===== src/rtl/uart_receiver.sv =====
// ---------------------------------------------------------------------------
// uart_receiver
// Serial-to-parallel UART receive block. It shares its frame format and bit
// timer with uart_transmitter. The asynchronous rdi line is synchronised, and
// a falling edge starts a frame. The start bit is re-checked at half a bit so
// that glitches are rejected. Each data and stop bit is sampled at mid-bit.
// The assembled word is presented with a one-cycle rx_tick strobe and a
// framing status.
//
// Parameters:
//   P     : extra bits beyond 8 (0 or 1), received raw
//   S     : number of stop bits (1 or 2)
//   TIMER : clocks per bit period (>= 4)
//
// Ports:
//   clk       in   system clock, rising edge
//   reset     in   asynchronous, active-high reset
//   rdi       in   serial line, idle high, asynchronous to clk
//   data_rx   out  last received word, LSB = first bit after start
//   rx_tick   out  one-cycle pulse when data_rx/frame_err were just updated
//   frame_err out  1 if any stop bit of the last word sampled low
// ---------------------------------------------------------------------------
module uart_receiver #(
   parameter int P     = 0,
   parameter int S     = 1,
   parameter int TIMER = 434
) (
   input  logic         clk,
   input  logic         reset,
   input  logic         rdi,
   output logic [7+P:0] data_rx,
   output logic         rx_tick,
   output logic         frame_err
);

   localparam int NB   = 8 + P;
   localparam int HALF = TIMER / 2;
   localparam int CW   = $clog2(TIMER);

   localparam logic [CW-1:0] HALF_M1   = CW'(HALF - 1);
   localparam logic [CW-1:0] TIMER_M1  = CW'(TIMER - 1);
   localparam logic [3:0]    LAST_DATA = 4'(NB - 1);
   localparam logic [3:0]    LAST_STOP = 4'(S - 1);

   typedef enum logic [1:0] {
      IDLE  = 2'd0,
      START = 2'd1,
      DATA  = 2'd2,
      STOP  = 2'd3
   } state_t;

   state_t          r_state;
   logic            r_sync1;
   logic            r_sync2;
   logic            r_prev;
   logic [CW-1:0]   r_timer;
   logic [3:0]      r_bitCnt;
   logic [NB-1:0]   r_shift;
   logic            r_stopErr;
   logic            w_sample;

   // The sample point is half a bit into the start bit, so the start bit can
   // be re-checked. Every later bit is one full bit period after the previous
   // sample, which keeps all samples at mid-bit.
   always_comb begin
      w_sample = 1'b0;
      if (r_state == START) begin
         w_sample = (r_timer == HALF_M1);
      end else begin
         w_sample = (r_timer == TIMER_M1);
      end
   end

   // This block holds the synchroniser, the edge-detect flop and the receive
   // FSM with its bit timer and bit counter. Both counters clear on every
   // state entry. Outputs are loaded only on the final stop sample. As a
   // result, a glitch or a reset leaves data_rx and frame_err untouched, or
   // returns them to their reset values. The FSM returns to IDLE at mid-stop
   // so that a back-to-back start edge with no idle gap is still caught.
   // After a low stop bit the line is still low in IDLE. No edge is seen
   // there, so a break or stuck-low line never re-triggers.
   always_ff @(posedge clk or posedge reset) begin
      if (reset) begin
         r_state   <= IDLE;
         r_sync1   <= 1'b1;
         r_sync2   <= 1'b1;
         r_prev    <= 1'b1;
         r_timer   <= '0;
         r_bitCnt  <= '0;
         r_shift   <= '0;
         r_stopErr <= 1'b0;
         data_rx   <= '0;
         rx_tick   <= 1'b0;
         frame_err <= 1'b0;
      end else begin
         r_sync1 <= rdi;
         r_sync2 <= r_sync1;
         r_prev  <= r_sync2;
         rx_tick <= 1'b0;
         case (r_state)
            IDLE: begin
               r_timer  <= '0;
               r_bitCnt <= '0;
               if (r_prev && !r_sync2) begin
                  r_state <= START;
               end
            end
            START: begin
               if (w_sample) begin
                  r_timer  <= '0;
                  r_bitCnt <= '0;
                  if (r_sync2) begin
                     r_state <= IDLE;
                  end else begin
                     r_state <= DATA;
                  end
               end else begin
                  r_timer <= r_timer + 1'b1;
               end
            end
            DATA: begin
               if (w_sample) begin
                  r_timer <= '0;
                  r_shift <= {r_sync2, r_shift[NB-1:1]};
                  if (r_bitCnt == LAST_DATA) begin
                     r_bitCnt  <= '0;
                     r_stopErr <= 1'b0;
                     r_state   <= STOP;
                  end else begin
                     r_bitCnt <= r_bitCnt + 1'b1;
                  end
               end else begin
                  r_timer <= r_timer + 1'b1;
               end
            end
            STOP: begin
               if (w_sample) begin
                  r_timer <= '0;
                  if (r_bitCnt == LAST_STOP) begin
                     data_rx   <= r_shift;
                     frame_err <= r_stopErr | ~r_sync2;
                     rx_tick   <= 1'b1;
                     r_bitCnt  <= '0;
                     r_state   <= IDLE;
                  end else begin
                     r_stopErr <= r_stopErr | ~r_sync2;
                     r_bitCnt  <= r_bitCnt + 1'b1;
                  end
               end else begin
                  r_timer <= r_timer + 1'b1;
               end
            end
            default: begin
               r_state <= IDLE;
            end
         endcase
      end
   end

endmodule


===== config.mk =====
export PLATFORM = sky130hd
export DESIGN_NAME = uart_receiver
export DESIGN_NICKNAME = d
export VERILOG_FILES = /design/src/rtl/uart_receiver.sv
export SDC_FILE = /design/constraint.sdc
export NUM_CORES = 1
export LEC_CHECK = 0
export ABC_AREA = 0
export BUFFER_PORTS_ARGS = -buffer_cell sky130_fd_sc_hd__buf_2
export CAP_MARGIN = 20
export CORE_MARGIN = 2
export CORE_UTILIZATION = 58
export DETAILED_ROUTE_END_ITERATION = 12
export HOLD_SLACK_MARGIN = 0.1
export PLACE_DENSITY = 0.77
export SKIP_CTS_REPAIR_TIMING = 1
export SYNTH_ARGS = -nofsm -noshare
export SYNTH_HDL_FRONTEND = slang
export SYNTH_SLANG_ARGS = --single-unit

===== constraint.sdc =====
create_clock -name clk -period 2.43 [get_ports clk]
set_clock_uncertainty 0.1 [all_clocks]
set_input_delay 0.6075 -clock clk [delete_from_list [all_inputs] [get_ports clk]]
set_output_delay 0.6075 -clock clk [all_outputs]
set_load 0.005 [all_outputs]

# After elaboration in Yosys (flattened, before gate mapping)
# Index checks and enable logic that the tools add are counted.
# word_totals
register_bits,37
input_bits,3
# classes
addsub,2
eq_ne,13
mux,25
n_bitwise,2
n_reduce_logical,11
# ops
cell,n
$mux W4,5
$pmux W9 S2,1
$pmux W4 S4,1
$mux W2,7
$ne A2 B2 Y1 const B,7
$add A9 B1 Y9 const B,1
$eq A9 B8 Y1 const B,1
$eq A9 B9 Y1 const B,1
$mux W9,1
$mux W1,8
$pmux W2 S4,1
$reduce_and A3 Y1,2
$reduce_and A6 Y1,1
$reduce_and A5 Y1,1
$add A4 B1 Y4 const B,1
$eq A2 B2 Y1 const B,2
$eq A4 B3 Y1 const B,1
$logic_not A4 Y1,1
$reduce_or A3 Y1,1
$eq A2 B1 Y1 const B,1
$logic_not A2 Y1,1
$pmux W1 S2,1
$reduce_and A2 Y1,1
$reduce_bool A2 Y1,1
4 further kinds,4

# Longest topological paths before layout
# logic_depth
depth_word,5
mapped_depth,7

# Worst setup path after synthesis
# OpenSTA, ideal clock, no wires.
# synth_timing
path_type,reg-to-reg
start,register r_timer[2]
end,register data_rx[0]
arrival_time_ns,1.579
required_time_ns,2.205
path_slack_ns,0.626
path_stages_with_launch,6
path_buffers,1
period_less_slack_ns,1.804
cell_sequence,dfrtp_1 and4bb_4 nand4_4 or2_4 buf_6 mux2_4
# synth_via
elab_chain_len,3
word_cells_on_any_way,4
classes_between,eq/ne (2); mux (1); reduce/logical (1)
# synth_lines
item,line_no,rtl
"start, declared",56,logic [CW-1:0] r_timer;
"start signal, assigned",118,r_timer <= r_timer + 1'b1;
"start signal, assigned",133,r_timer <= r_timer + 1'b1;
"start signal, assigned",150,r_timer <= r_timer + 1'b1;
$eq A9 B9 Y1 / $eq A9 B8 Y1 (equally long branches),"70, 68",
$mux W1 *,67,if (r_state == START) begin
$reduce_and A3 Y1 (no line) *,-,
"end signal, assigned",140,data_rx <= r_shift;
"end, declared",31,"output logic [7+P:0] data_rx,"
# Every way passes the cells marked *; elsewhere a longest branch is shown, timed or not.
# A chain may end at the register's enable or synchronous reset.

# Worst setup path after layout
# layout_timing
start,register r_timer[3]
end,register r_shift[6]
# layout_via
elab_chain_len,3
word_cells_on_any_way,4
classes_between,eq/ne (2); mux (1); reduce/logical (1)
# layout_lines
item,line_no,rtl
$eq A9 B9 Y1 / $eq A9 B8 Y1 (equally long branches),"70, 68",
$mux W1 *,67,
$reduce_and A2 Y1 (no line) *,-,
"end signal, assigned",124,"r_shift <= {r_sync2, r_shift[NB-1:1]};"
"end, declared",58,logic [NB-1:0] r_shift;
# Marks and branches as above.

==> results.py <==
metrics = {
    "floorplanning": {
        "pin_count": 13,
        "placeableCoreArea_sq_mm": 0.002781,
        "die_width_um": 58.39,
        "initial_core_utilization_pct": 61.67,
        "die_h_um": 58.39,
        "core.rowCount": 19,
        "die-area_sq_mm": 0.003409,
    },
    "sta": {
        "rsz0062_at_grt": "false",
        "finalCritPeriodShare_pct": 79.66,
        "fin_tns_setup_ns": 0,
        "least_margin_pin_slew_ns": 0.4495,
        "max-slew-margin-rel_pct": 70.03,
        "fin_crit_ns": 1.936,
        "hold_viol": 0,
        "setup_viol": 0,
        "final_critical_path_setup_slack_ns": 0.4942,
        "achievable-frequency_ghz": 0.5166,
        "report.final.slew_viol_count": 0,
        "fin_hold_ws_ns": 0.2433,
    },
    "drt": {
        "number_of_vias_after_detailed_routing": 1113,
        "firstDrtPassIters": 4,
        "drt-total-wl_um": 2976,
        "route.detailed.wl_per_inst_um": 15.58,
        "postRouteAntennaNets": 0,
        "viasPerCell": 5.827,
        "drt_drc_violations_left": 0,
        "initialDrtViolationCount": 35,
    },
    "pwr": {
        "seq_power_share_pct": 55.0,
        "cellInternalPower_uw": 972.2,
        "leakagePower_uw": 0.0009580,
        "pwr-share-clk_pct": 34.5,
        "power_density_mw_per_mm2": 697.2,
        "netSwitchingFraction_pct": 26.63,
        "vdd_ir_drop_max_v": 0.0007490,
        "fin_total_pwr_uw": 1325,
        "power_frac_comb_pct": 10.5,
        "switchingPower_uw": 352.9,
    },
    "final_layout": {
        "drive_gt1_share_pct": 30.00,
        "antenna_diode_count": 0,
        "mostFrequentLayoutCells": "dfrtp_1, nor2_1, buf_2",
        "mostFrequentLayoutCell": "dfrtp_1",
        "syn2layout_area_growth_pct": 10.79,
        "finalNetCount": 165,
    },
    "synthesis": {
        "synth-seq-cells": 37,
        "synth_cell_type_count": 41,
        "synth.area.top_cells": "dfrtp_1, mux2_4, mux2_2, dfstp_2, xor2_1",
        "synth_area_sq_mm": 0.001715,
        "synth.top_cell.area_share_pct": 49.60,
        "ys_dominant_reg_cell": "dfrtp_1",
        "netlist_instances": 141,
        "ys.warnings.count": 0,
        "synth.yosys.seq_area_share_pct": 54.19,
        "synthDominantAreaCellType": "dfrtp_1",
        "ys_async_rst_share_pct": 100.0,
        "post_synth.cell_area_avg_sq_um": 12.17,
        "synth_edf_count": 0,
        "net_count_after_synthesis": 147,
    },
    "grt": {
        "antenna_found_initial": 0,
        "global_route_total_usage_across_every_layer_pct": 20.65,
        "first_global_vias": 1161,
        "grt.overflow.total": 0,
        "grt_first_pass_wirelength_um": 5285,
        "largest_net_degree_at_the_start_of_global_routing": 38,
    },
    "clocking": {
        "cts_sinks": 37,
        "worstSkewPairLatency_ns": 0.34,
        "clock_path_buffers": 2,
        "cts.reportedPaths.clkPinSlew_ns": 0.12,
        "cts-buffers-inserted": 5,
        "tritoncts": "built",
        "htreeDepth": 2,
        "root_buffer": "clkbuf_4",
    },
    "setup_path": {
        "worst-r2r-cell-count": 4,
        "cp.required_ns": 2.57,
        "end_kind": "flop",
        "cp_max_fo": 8,
        "crit_path_start_kind": "flop",
        "timing.setup.critical_path_class": "flop to flop",
        "worst-endpoint-arrival_ns": 2.07,
    },
    "worst_hold_path": {
        "min_path_type": "input port to asynchronous set/reset pin",
    },
    "placed_design": {
        "place_congestion": 0.7895,
        "io_buffers": 12,
        "dp_worst_setup_slack_ns": 0.5024,
        "detailed_placer_s_ending_hpwl_um": 2024,
    },
    "run_status": {
        "outcome": "finished, final reports clean",
    },
    "run": {
        "cap_viol_max_count": 0,
    },
}
-- worst max-delay path, cell delays in order, from the launching register on --
cell and delay [ns]:
dfrtp_1 0.45, and4bb_4 0.40, nand4_4 0.14, nor2_2 0.37
mux2_2 0.39
-- metal layers --
metal / global-route usage (%) / wire [um]
met5: 0 / 0
met4: 8.970 / 50
met3: 6.813 / 112
met2: 31.78 / 1455
met1: 26.80 / 1357
-- through the flow --
step | utilization [%] | area, sq um | instances
after floorplan | - | 1715 | 141
after global placement | 65.14 | 1812 | 183
after detailed placement | 65.14 | 1812 | 183
after CTS | 68.33 | 1901 | 191
after global routing | 68.33 | 1901 | 191
final | 68.33 | 1901 | 191
-- synth_stat cells, drive strengths merged (3+ instances only) --
library cell	number
buf	3
xor2	6
mux2	16
nand4	3
o21ai	7
nor2	14
inv	9
nand3	7
ha	3
dfstp	3
and3	4
dfrtp	34
nand2	3
nor2b	3
-- path summary, 6_finish.rpt --
kind	from	to	slack, ns
min in group clk	rdi	r_sync1	0.25
worst min register to register	r_sync1	r_sync2	0.27
worst min-delay path	reset	r_shift[7]	0.24
max in group asynchronous	reset	r_sync2	1.64
worst max-delay path	r_timer[3]	r_shift[6]	0.49
worst max register to register	r_timer[3]	r_shift[6]	0.49
-- power groups by stage --
stage / registers (uW) / clock network, uW / logic [uW]
after floorplan: 716 / 0 / 120
after global placement: 734 / 0 / 134
after detailed placement: 738 / 0 / 137
after CTS: 728 / 464 / 141
after global routing: 741 / 489 / 165
final: 729 / 457 / 139
-- registers in the layout, indices dropped and copies added (netlist names), named ones only --
signal / cells
data_rx: 8
r_bitCnt: 4
r_timer: 9
r_shift: 8
r_sync2: 1
r_stopErr: 1
rx_tick: 1
r_sync1: 1
frame_err: 1
r_prev: 1
r_state: 1
-- final cells by class --
type / count / area (sq um)
Clock buffer: 6 / 51.30
Fill cell: 195 / 880.8
Inverter: 9 / 33.78
Tap cell: 31 / 38.79
Sequential cell: 37 / 929.6
Timing Repair Buffer: 15 / 82.58
Multi-Input combinational cell: 91 / 726.9
Clock inverter: 2 / 37.54
-- kinds of logic after synthesis --
logic type                 count (synthesis)  share of synthesized area, %
and+or+nand+nor                           47                         17.21
DFF                                       37                         54.19
AOI/OAI and AO/OA                         18                         7.368
muxes                                     16                         12.04
buffers and inverters                     13                         3.428
xor gates and xnor gates                   7                         3.574
adders and majority gates                  3                         2.188
Note: power is estimated with default switching activity, not from simulation.
